$ cat src/rtl/sram_like_arbiter.sv
// Two-requester sram_like arbiter: instruction fetch and data share one master port,
// one outstanding transaction, data-first priority bounded by a starvation limit.
module sram_like_arbiter #(
    parameter int unsigned DATA_MAX_RUN = 4
) (
    input  logic        clk,
    input  logic        reset,
    input  logic        inst_req,
    input  logic        inst_wr,
    input  logic [1:0]  inst_size,
    input  logic [31:0] inst_addr,
    input  logic [31:0] inst_wdata,
    output logic [31:0] inst_rdata,
    output logic        inst_addr_ok,
    output logic        inst_data_ok,
    input  logic        data_req,
    input  logic        data_wr,
    input  logic [1:0]  data_size,
    input  logic [31:0] data_addr,
    input  logic [31:0] data_wdata,
    output logic [31:0] data_rdata,
    output logic        data_addr_ok,
    output logic        data_data_ok,
    output logic        m_req,
    output logic        m_wr,
    output logic [1:0]  m_size,
    output logic [31:0] m_addr,
    output logic [31:0] m_wdata,
    input  logic [31:0] m_rdata,
    input  logic        m_addr_ok,
    input  logic        m_data_ok,
    output logic        grant_data,
    output logic        busy
);
    typedef enum logic [1:0] {StIdle, StIssue, StWait} state_e;

    localparam logic [3:0] MaxRun = 4'(DATA_MAX_RUN);

    state_e     r_state;
    state_e     w_state_next;
    logic       r_grant_data;
    logic       w_grant_data_next;
    logic [3:0] r_run;
    logic [3:0] w_run_next;
    logic       w_req;

    always_ff @(posedge clk or posedge reset) begin
        if (reset) begin
            r_state      <= StIdle;
            r_grant_data <= 1'b0;
            r_run        <= 4'd0;
        end else begin
            r_state      <= w_state_next;
            r_grant_data <= w_grant_data_next;
            r_run        <= w_run_next;
        end
    end

    assign w_req = r_grant_data ? data_req : inst_req;

    always_comb begin
        w_state_next      = r_state;
        w_grant_data_next = r_grant_data;
        w_run_next        = r_run;
        m_req             = 1'b0;
        inst_addr_ok      = 1'b0;
        data_addr_ok      = 1'b0;
        inst_data_ok      = 1'b0;
        data_data_ok      = 1'b0;
        unique case (r_state)
            StIdle: begin
                // Run only advances while fetch is actually being passed over.
                if (data_req && ((r_run < MaxRun) || !inst_req)) begin
                    w_grant_data_next = 1'b1;
                    w_state_next      = StIssue;
                    if (!inst_req) begin
                        w_run_next = 4'd0;
                    end else if (r_run >= MaxRun) begin
                        w_run_next = MaxRun;
                    end else begin
                        w_run_next = r_run + 4'd1;
                    end
                end else if (inst_req) begin
                    w_grant_data_next = 1'b0;
                    w_run_next        = 4'd0;
                    w_state_next      = StIssue;
                end
            end
            StIssue: begin
                m_req = w_req;
                if (r_grant_data) begin
                    data_addr_ok = m_addr_ok;
                end else begin
                    inst_addr_ok = m_addr_ok;
                end
                // A dropped request before acceptance cancels without a downstream transfer.
                if (!w_req) begin
                    w_state_next = StIdle;
                end else if (m_addr_ok) begin
                    w_state_next = StWait;
                end
            end
            StWait: begin
                if (r_grant_data) begin
                    data_data_ok = m_data_ok;
                end else begin
                    inst_data_ok = m_data_ok;
                end
                if (m_data_ok) begin
                    w_state_next = StIdle;
                end
            end
            default: w_state_next = StIdle;
        endcase
    end

    assign m_wr       = r_grant_data ? data_wr    : inst_wr;
    assign m_size     = r_grant_data ? data_size  : inst_size;
    assign m_addr     = r_grant_data ? data_addr  : inst_addr;
    assign m_wdata    = r_grant_data ? data_wdata : inst_wdata;
    assign inst_rdata = m_rdata;
    assign data_rdata = m_rdata;
    assign grant_data = r_grant_data;
    assign busy       = (r_state != StIdle);
endmodule

$ cat config.mk
export PLATFORM = sky130hd
export DESIGN_NAME = sram_like_arbiter
export DESIGN_NICKNAME = d
export VERILOG_FILES = /design/src/rtl/sram_like_arbiter.sv
export SDC_FILE = /design/constraint.sdc
export NUM_CORES = 1
export LEC_CHECK = 0
export ABC_AREA = 1
export BUFFER_PORTS_ARGS = -buffer_cell sky130_fd_sc_hd__buf_2
export CELL_PAD_IN_SITES_DETAIL_PLACEMENT = 1
export CELL_PAD_IN_SITES_GLOBAL_PLACEMENT = 2
export CORE_MARGIN = 2
export CORE_UTILIZATION = 10
export CTS_BUF_LIST = sky130_fd_sc_hd__clkbuf_8
export DETAILED_ROUTE_END_ITERATION = 6
export PLACE_DENSITY_LB_ADDON = 0.3
export SLEW_MARGIN = 10
export SYNTH_ARGS = -nofsm -noshare
export SYNTH_HDL_FRONTEND = slang
export SYNTH_SLANG_ARGS = --single-unit
$ cat constraint.sdc
create_clock -name clk -period 2.16 [get_ports clk]
set_input_delay 0.432 -clock clk [delete_from_list [all_inputs] [get_ports clk]]
set_output_delay 0.432 -clock clk [all_outputs]
set_load 0.1 [all_outputs]
Word level (Yosys, flattened, before mapping). Cells that the tools add are included.

Add/sub/neg operators: 1. $lt $le $gt $ge: 2. Eq/ne operators: 5. Multiplexer cells: 26. Reductions and logical operators: 8.

Operators by type and width (number): $mux 32 (2); $mux 4 (4); $mux 1 (13); $mux 2 (6); $ne 3x3->1 const B (2); $pmux 2 s3 (1); $add 4x1->4 const B (1); $ge 4x3->1 const B (1); $lt 4x3->1 const B (1); $reduce_bool 2->1 (2); $reduce_and 3->1 (1); $eq 2x1->1 const B (1); $eq 2x2->1 const B (1); $logic_not 2->1 (1); $ne 2x2->1 const B (1); $reduce_and 2->1 (1); $logic_and 1x1->1 (1); $logic_not 1->1 (1); $logic_or 1x1->1 (1).

Register bits after elaboration: 7. Bits of input ports: 172. Output and inout port bits: 138. Logic and storage cells: 45.

Depth between registers and ports, before layout. Gate-level depths: netlist (run 1).

Depth in word-level cells: 5. Gate-level depth with buffers: 6. Gate-level depth less buffers: 6.

Worst setup path before layout (run 1). Ideal clock, no wire load.

Path type: reg2out. Start: register r_grant_data (netlist: grant_data). End: output data_addr_ok. Arrival time: 3382 ps. Required time: 1728 ps. Setup slack: -1654 ps. Cell stages (with the launch flop): 5. Buffers on the path: 2. Cell sequence: dfrtp_1 > buf_6 > inv_4 > buf_6 > nor3_1.

Cells in the longest elaborated chain, start to end: 2.

RTL lines: start, declared (RTL line 41) `logic r_grant_data;`; start signal, assigned (RTL line 54) `r_grant_data <= w_grant_data_next;`; $mux 1 (RTL line 91) `if (r_grant_data) begin`; $mux 1 (RTL line 70) `unique case (r_state)`; end, declared (RTL line 22) `output logic data_addr_ok,`.

No other way between the ends.

Worst setup path in the final report (run 1).
Start: register r_grant_data (netlist: grant_data). End: output m_addr[14].

Cells in the longest elaborated chain, start to end: 1.

RTL lines: $mux 32 (RTL line 119) `assign m_addr = r_grant_data ? data_addr : inst_addr;`; end, declared (RTL line 27) `output logic [31:0] m_addr,`.

No other way between the ends.

==> metrics.yaml, run 1 <==
finish:
  syn_to_final_growth_pct: 125
  layout.nets: 650
  num_antenna_cells: 0
  final_area_um2: 3900
  drive_gt1_share_pct: 61.3
setup_path:
  end_kind: "primary output"
  worst_setup_path_start_kind: "flip-flop"
  worstPathRequired_ns: 1.73
  critical_path_class: "flip-flop to primary output"
  worst_ep_arrival_time_ns: 1.54
  cp_max_fo: 27
synth:
  synth_top_area_share_pct: 46.7
  yosys_register_bits: 7
  synth_cell_type_count: 18
  yosys.area_share.simple_pct: 51.7
  synth_commonest_cells: "216 x nand2_1, 65 x buf_4, 11 x buf_2"
  ys_top_cells_by_area: "nand2_1 47%, buf_4 28%, dfrtp_1 10%, buf_2 3.2%, inv_1 1.9%"
  ys_seq_area_share_pct: 10.1
  synth-edff-count: 0
  yosysTopAreaCell: "nand2_1"
  avgSynthCellArea_um2: 5.20
  syn_area_um2: 1740
  synth_fa_ha_area_share_pct: 0.720
  synth_top_family_by_area: "simple AND/OR/NAND/NOR gates"
  syn-num-nets: 507
  ys.warnings.count: 0
  synth_most_common_cell: "nand2_1"
  postSynth.asyncResetShare_pct: 100
  muxShareOfSynthArea_pct: 0
  ys.flop_type: "dfrtp_1"
  synth-compound-area-share_pct: 1.51
  synth_xor_xnor_area_share_pct: 0
  synthCells: 334
global_route:
  grt_max_degree: 45
  grt_pass1_wl_um: 12800
  grt_pass1_vias: 2636
  grt_usage_pct: 8.43
  antenna_found_initial: 0
  overflow: 0
min_path:
  hp-class: "input pin to async pin"
clocking:
  htree_levels: 1
  cts_setup_buffers: 0
  cts_root_buffer: "clkbuf_8"
  cts_buffers: 3
  cts_sinks: 7
  cts_tree: "built"
  clk_latency_ns: 0.23
  cts.path.max_buffers: 2
  cts_hold_buf: 0
  clk_pin_slew_worst_paths_ns: 0.04
  cts_resized: 0
run_status:
  outcome: "completed"
drt:
  wire_per_inst_um: 11.9
  drt_wl_total_um: 8360
  wl_met1_um: 2980
  detail_route.first_pass.iterations: 3
  wl_met2_um: 4290
  via_per_inst: 3.46
  drtAntennaViolNets: 0
  route.met3.wl_um: 983
  dr.first_iter.drc_count: 27
  highest_layer: "met4"
  vias: 2423
  drcViolationCount: 0
sta:
  min_period_ns: 1.97
  setup_viol: 0
  timing.final.crit_share_pct: 91.2
  fmax_ghz: 0.507
  maxSlewViolCount: 0
  worstMarginPinSlew_ns: 0.487
  rsz0062_at_grt: "no"
  finClkSkew_ns: 0.000412
  slew_headroom_pct: 67.7
  hold_violations: 0
placement:
  port_buffers: 213
  dp_hpwl_um: 7260
  gp_congestion: 0.695
  dpl_cell_area_um2: 3860
run:
  maxCapViolCount: 0
die:
  die_height_um: 136
  std_cell_rows: 48
  dieWidth_um: 136
  ios: 310
  start_util_pct: 10.1
  die-area_um2: 18400
  core_area_um2: 17100
## worst max-delay path: stages, from the launching register on
cell     delay [ns]
dfrtp_4        0.50
inv_4          0.09
buf_4          0.29
nand2_1        0.13
nand2_2        0.10
buf_12         0.17
## state kept, by name, summed over array words and instances (netlist names)
signal      flops
r_state         2
r_run           4
grant_data      1
## placed cells by master, fill, tap and decap left out
cell type | netlist | final
buf_2 | 11 | 140
a21oi_4 | 1 | 1
buf_4 | 65 | 2
nand2_1 | 216 | 156
inv_4 | 1 | 1
nand4_1 | 3 | 3
inv_1 | 9 | 10
buf_12 | 0 | 75
nor2_4 | 1 | 1
o21ai_0 | 2 | 2
nor2_2 | 1 | 1
nor3_4 | 0 | 4
ha_1 | 1 | 1
clkbuf_8 | 0 | 3
inv_2 | 2 | 2
dfrtp_1 | 7 | 6
nor2_1 | 4 | 4
nand2_2 | 1 | 61
nand3_1 | 2 | 2
dfrtp_4 | 0 | 1
## worst paths after layout
check | startpoint | end | cells past startpoint | slack (ns)
worst max-delay path | grant_data | m_addr[14] | 5 | 0.19
worst min-delay path | reset | r_run[2] | 2 | 0.13
worst max register to register | grant_data | r_state[1] | 5 | 0.92
worst min register to register | r_run[1] | r_run[1] | 2 | 0.50
max in group asynchronous | reset | grant_data | 2 | 1.79
min in group clk | m_addr_ok | r_state[1] | 3 | 0.45
## stage by stage
| stage | std cells | hold slack, ns | setup WS, ns | util, % | setup TNS (ns) |
|---|---|---|---|---|---|
| floorplan | 334 | 0.235 | -0.0268 | - | -0.0268 |
| CTS | 701 | 0.135 | 0.182 | 22.8 | 0 |
| finish | 701 | 0.128 | 0.190 | 22.8 | 0 |
| global route | 701 | 0.151 | 0.0891 | 22.8 | 0 |
| global placement | 697 | 0.378 | 0.458 | 22.5 | 0 |
| detailed placement | 697 | 0.379 | 0.421 | 22.5 | 0 |
## final cells by class
cell class              count  area (µm²)
multi-input cells         236        1130
clock buffers               3        41.3
repair buffers            217        2220
well taps                 225         282
fillers                  2121       13200
clock inverters             1        3.75
inverters                  12        47.5
flip-flops and latches      7         179
## routing by layer
metal / global-route usage, % / vias up
met1: 9.07 / 1073
met4: 1.91 / 0
met5: 0 / -
met2: 15.4 / 124
li1: - / 1213
met3: 3.37 / 13
## kinds of logic after synthesis
logic type / Yosys count
buffers and inverters: 91
AOI/OAI and AO/OA: 3
DFF: 7
adders and majority gates: 1
and+or+nand+nor: 232
Power of run 1 is left out: the tool's default activity adds up to more than one toggle a clock period on the data nets, which glitch-free logic cannot reach.
==> run 2: changes to the inputs <==
--- a/config.mk
+++ b/config.mk
@@ -14,6 +14,7 @@
 export CTS_BUF_LIST = sky130_fd_sc_hd__clkbuf_8
 export DETAILED_ROUTE_END_ITERATION = 6
 export PLACE_DENSITY_LB_ADDON = 0.3
+export SETUP_SLACK_MARGIN = 0.5
 export SLEW_MARGIN = 10
 export SYNTH_ARGS = -nofsm -noshare
 export SYNTH_HDL_FRONTEND = slang
==> metrics.yaml, run 2 (same netlist as run 1, synthesis figures left out) <==
run_status:
  outcome: "completed"
sta:
  min_period_ns: 1.96  # -0.00795 ns
  timing.final.crit_share_pct: 90.9  # -0.37 points
  worstMarginPinSlew_ns: 0.284  # -0.203 ns
  maxSlewViolCount: 0  # unchanged
  setup_tns_ns: 0  # unchanged
  rsz0062_at_grt: "yes"
  fmax_ghz: 0.510  # +0.41%
  setup_viol: 0  # unchanged
  finClkSkew_ns: 0.00128  # +0.000868 ns
  hold_violations: 0  # unchanged
  slew_headroom_pct: 81.0  # +13 points
setup_path:
  worst_ep_arrival_time_ns: 1.53  # about the same
  worstPathRequired_ns: 1.73  # about the same
  end_kind: "primary output"
  ff2ff_path_depth: 8  # +3
  worst_setup_path_start_kind: "flip-flop"
  cp_max_fo: 6  # -78%
  critical_path_class: "flip-flop to primary output"
clocking:
  clk_latency_ns: 0.23  # about the same
  htree_levels: 1  # unchanged
  clk_pin_slew_worst_paths_ns: 0.04  # about the same
  cts_sinks: 7  # unchanged
  cts_hold_buf: 0  # unchanged
  cts_root_buffer: "clkbuf_8"
  cts_buffers: 3  # unchanged
  cts_tree: "built"
  cts.path.max_buffers: 2  # unchanged
die:
  ios: 310  # unchanged
  core_area_um2: 17100  # unchanged
  dieWidth_um: 136  # unchanged
  std_cell_rows: 48  # unchanged
  start_util_pct: 10.1  # unchanged
  die_height_um: 136  # unchanged
  die-area_um2: 18400  # unchanged
finish:
  fillCellCount: 1957  # -7.7%
  layout.nets: 673  # +3.5%
  drive_gt1_share_pct: 86.2  # +25 points
  final_common_cell: "buf_2"
  largest_register_ffs: 4  # unchanged
  syn_to_final_growth_pct: 230
  num_antenna_cells: 0  # unchanged
  final_cell_mix: "139 x buf_2, 91 x nand2_2, 78 x buf_12"
  largest_register: "r_run"
global_route:
  grt_max_degree: 28  # -38%
  grt_usage_pct: 10.4  # +2.0 points
  antenna_found_initial: 0  # unchanged
  overflow: 0  # unchanged
  grt_pass1_vias: 2859  # +8.5%
  grt_pass1_wl_um: 15100  # +18%
drt:
  drtAntennaViolNets: 0  # unchanged
  via_per_inst: 3.66  # +5.8%
  drt_wl_total_um: 10900  # +31%
  wire_per_inst_um: 15.1  # +26%
  vias: 2648  # +9.3%
  dr.first_iter.drc_count: 24  # -11%
  detail_route.first_pass.iterations: 2  # -1
  drcViolationCount: 0  # unchanged
run:
  maxCapViolCount: 0  # unchanged
placement:
  gp_congestion: 0.726  # +4.5%
  dp_hpwl_um: 7860  # +8.3%
  port_buffers: 213  # unchanged
min_path:
  hp-class: "input pin to async pin"
-- run 2: cell types whose count changed in the layout (fill, tap and decap cells not counted), moves of 3 or more --
| cell | before | now |
|---|---|---|
| buf_16 | 0 | 6 |
| nand2_2 | 61 | 91 |
| nand2_8 | 0 | 72 |
| buf_4 | 2 | 6 |
| buf_12 | 75 | 78 |
| nand2_4 | 0 | 12 |
| nand2_1 | 156 | 42 |
| clkbuf_16 | 0 | 6 |
-- run 2: layout make-up --
| cell class | instances | area [µm²] | area share [%] |
|---|---|---|---|
| inverter | 12 | 61.3 | 1.07 |
| timing repair buffer | 239 | 2670 | 46.6 |
| multi-input combinational | 236 | 2470 | 43.2 |
| sequential | 7 | 179 | 3.13 |
| timing repair inverter | 1 | 16.3 | 0.284 |
| clock inverter | 1 | 3.75 | 0.0656 |
| clock buffer | 3 | 41.3 | 0.721 |
| tap | 225 | 282 | 4.92 |
-- run 2: timing repair --
| action | 4_1_cts | 5_1_grt |
|---|---|---|
| pin swaps | 0 | 2 |
| gates resized for setup | 68 | 46 |
| setup endpoints to repair | 74 | 74 |
| gates cloned | 4 | 7 |
| buffers inserted | 6 | 4 |
-- run 2: final timing paths --
kind | from | end | slack, ns
worst max-delay path | grant_data | m_addr[24] | 0.20
worst min-delay path | reset | r_run[1] | 0.12
worst max register to register | grant_data | r_state[1] | 0.74
worst min register to register | r_run[1] | r_run[1] | 0.51
max in group asynchronous | reset | grant_data | 1.79
min in group clk | m_addr_ok | r_state[1] | 0.48
-- run 2: stage by stage --
stage               hold WS [ns]  setup WS, ns  utilization, %  std cells  cell area, µm²
CTS                        0.129         0.195            31.2        713            5350
finish                     0.124         0.197            33.4        724            5720
global route               0.153         0.157            33.4        724            5720
floorplan                  0.235      -0.00940               -        334            2990
global placement           0.386         0.331            28.8        699            4930
detailed placement         0.378         0.313            28.8        699            4930
-- run 2: per-layer routing --
metal | up-vias | track usage (%) | part of all wire [%]
li1 | 1266 | - | -
met1 | 1243 | 11.6 | 37
met2 | 132 | 20.0 | 55
met3 | 7 | 2.66 | 8.5
met4 | 0 | 1.85 | 0.28
met5 | - | 0 | 0
-- run 2: critical path: stages (launching register included) --
cell       delay (ns)
dfrtp_4          0.49
buf_12           0.16
buf_12           0.13
clkbuf_16        0.18
nand2_2          0.12
nand2_8          0.06
buf_12           0.16
Power of run 2 is left out for the same reason.
==> run 3: changes to the inputs <==
--- a/config.mk
+++ b/config.mk
@@ -11,8 +11,9 @@
 export CELL_PAD_IN_SITES_GLOBAL_PLACEMENT = 2
 export CORE_MARGIN = 2
 export CORE_UTILIZATION = 10
-export CTS_BUF_LIST = sky130_fd_sc_hd__clkbuf_8
+export CTS_BUF_LIST = sky130_fd_sc_hd__clkbuf_4
 export DETAILED_ROUTE_END_ITERATION = 6
+export MAX_ROUTING_LAYER = met4
 export PLACE_DENSITY_LB_ADDON = 0.3
 export SETUP_SLACK_MARGIN = 0.5
 export SLEW_MARGIN = 10
==> metrics.yaml, run 3 (same netlist as run 1, synthesis figures left out) <==
run_status:
  outcome: "completed"
finish:
  num_antenna_cells: 0  # unchanged
  seq_area_um2: 179  # unchanged
  final_common_cell: "buf_2"
  fillCellCount: 1956  # -0.051%
  syn_to_final_growth_pct: 229
  largest_register_ffs: 4  # unchanged
  drive_gt1_share_pct: 86.4  # +0.20 points
  multi_input_area_um2: 2470  # unchanged
  largest_register: "r_run"
  final_area_um2: 5710  # -0.26%
  layout.nets: 673  # unchanged
  final_cell_mix: "139 x buf_2, 91 x nand2_2, 78 x buf_12"
placement:
  dp_hpwl_um: 7860  # unchanged
  port_buffers: 213  # unchanged
  gp_congestion: 0.734  # +1.2%
  dpl_cell_area_um2: 4930  # unchanged
drt:
  wire_per_inst_um: 15.1  # about the same
  vias: 2640  # -0.30%
  detail_route.first_pass.iterations: 3  # +1
  dr.first_iter.drc_count: 30  # +25%
  drcViolationCount: 0  # unchanged
  drtAntennaViolNets: 0  # unchanged
  drt_wl_total_um: 10900  # about the same
  via_per_inst: 3.65  # -0.30%
global_route:
  grt_usage_pct: 10.7  # +0.28 points
  grt_pass1_vias: 2856  # -0.10%
  grt_max_degree: 28  # unchanged
  overflow: 0  # unchanged
  grt_pass1_wl_um: 15000  # -0.36%
  antenna_found_initial: 0  # unchanged
setup_path:
  crit_slowest_cell: "dfrtp_4"
  worstPathRequired_ns: 1.73  # about the same
  critical_path_class: "flip-flop to primary output"
  end_kind: "primary output"
  crit_start: "grant_data"
  reg2reg_to: "r_state[1]"
  path_common_cell: "buf_12"
  worstPathCellList: "buf_12, buf_12, clkbuf_16, nand2_2, nand2_8, buf_12"
  ff2ff_path_depth: 8  # unchanged
  cp_max_fo: 6  # unchanged
  worst_ep_arrival_time_ns: 1.57  # +0.04 ns
  slowest_delay_ns: 0.49  # about the same
  r2r-start: "grant_data"
  worst_setup_path_start_kind: "flip-flop"
  reg2reg_slack_ns: 0.72  # -0.02 ns
sta:
  timing.final.crit_share_pct: 92.9  # +2.0 points
  slew_headroom_pct: 81.4  # +0.31 points
  maxSlewViolCount: 0  # unchanged
  min_period_ns: 2.01  # +0.0441 ns
  worstMarginPinSlew_ns: 0.279  # -0.00470 ns
  hold_violations: 0  # unchanged
  whs_ns: 0.0793  # -0.0450 ns
  fmax_ghz: 0.498  # -2.2%
  rsz0062_at_grt: "yes"
  setup_tns_ns: 0  # unchanged
  setup_viol: 0  # unchanged
  finClkSkew_ns: 0.00517  # +0.00389 ns
die:
  ios: 310  # unchanged
  die-area_um2: 18400  # unchanged
  std_cell_rows: 48  # unchanged
  die_height_um: 136  # unchanged
  start_util_pct: 10.1  # unchanged
  dieWidth_um: 136  # unchanged
  core_area_um2: 17100  # unchanged
clocking:
  clk_pin_slew_worst_paths_ns: 0.06  # +0.02 ns
  cts_tree: "built"
  cts_sinks: 7  # unchanged
  htree_levels: 1  # unchanged
  cts.path.max_buffers: 2  # unchanged
  cts_hold_buf: 0  # unchanged
  cts_root_buffer: "clkbuf_4"
  cts_buffers: 3  # unchanged
  clk_latency_ns: 0.27  # +0.04 ns
min_path:
  hp-class: "input pin to async pin"
run:
  maxCapViolCount: 0  # unchanged
[run 3: area by class of cell]
class / count / share of cell area, %
Timing Repair Buffer: 239 / 46.8
Clock buffer: 4 / 0.526
Sequential cell: 7 / 3.13
Multi-Input combinational cell: 236 / 43.3
Tap cell: 225 / 4.93
Inverter: 12 / 1.07
Timing Repair inverter: 1 / 0.285
[run 3: how the worst max path moves through the flow]
stage | to | slack, ns | cells past startpoint
global placement | m_wdata[29] | 0.33 | 5
detailed placement | m_wdata[30] | 0.31 | 5
floorplan | data_addr_ok | -0.009 | 4
finish | m_addr[24] | 0.15 | 6
CTS | m_addr[7] | 0.16 | 4
global route | m_addr[26] | 0.12 | 6
[run 3: critical path, delay by kind of cell (launching register included)]
kind,cells,cell delay (ns)
buf+inv,4,0.63
flops,1,0.49
simple gates,2,0.18
[run 3: per-stage QoR]
stage	setup WS, ns	utilization [%]	cells
floorplan	-0.00940	-	334
global placement	0.331	28.8	699
detailed placement	0.313	28.8	699
CTS	0.159	31.1	713
global route	0.117	33.4	724
finish	0.153	33.4	724
[run 3: per-layer routing]
layer  track usage [%]  vias to the layer above  part of all wire (%)
met2              20.0                      132                    54
met3              1.95                        8                   7.6
met1              11.9                     1231                    38
met4              1.85                        0                  0.71
met5                 -                        -                     0
li1                  -                     1269                     -
[run 3: what timing repair did]
item | in CTS | in global routing
gates resized for setup | 68 | 46
gates cloned | 4 | 7
buffers inserted | 6 | 4
setup endpoints to repair | 74 | 74
pin swaps | 0 | 2
Power of run 3 is left out for the same reason.
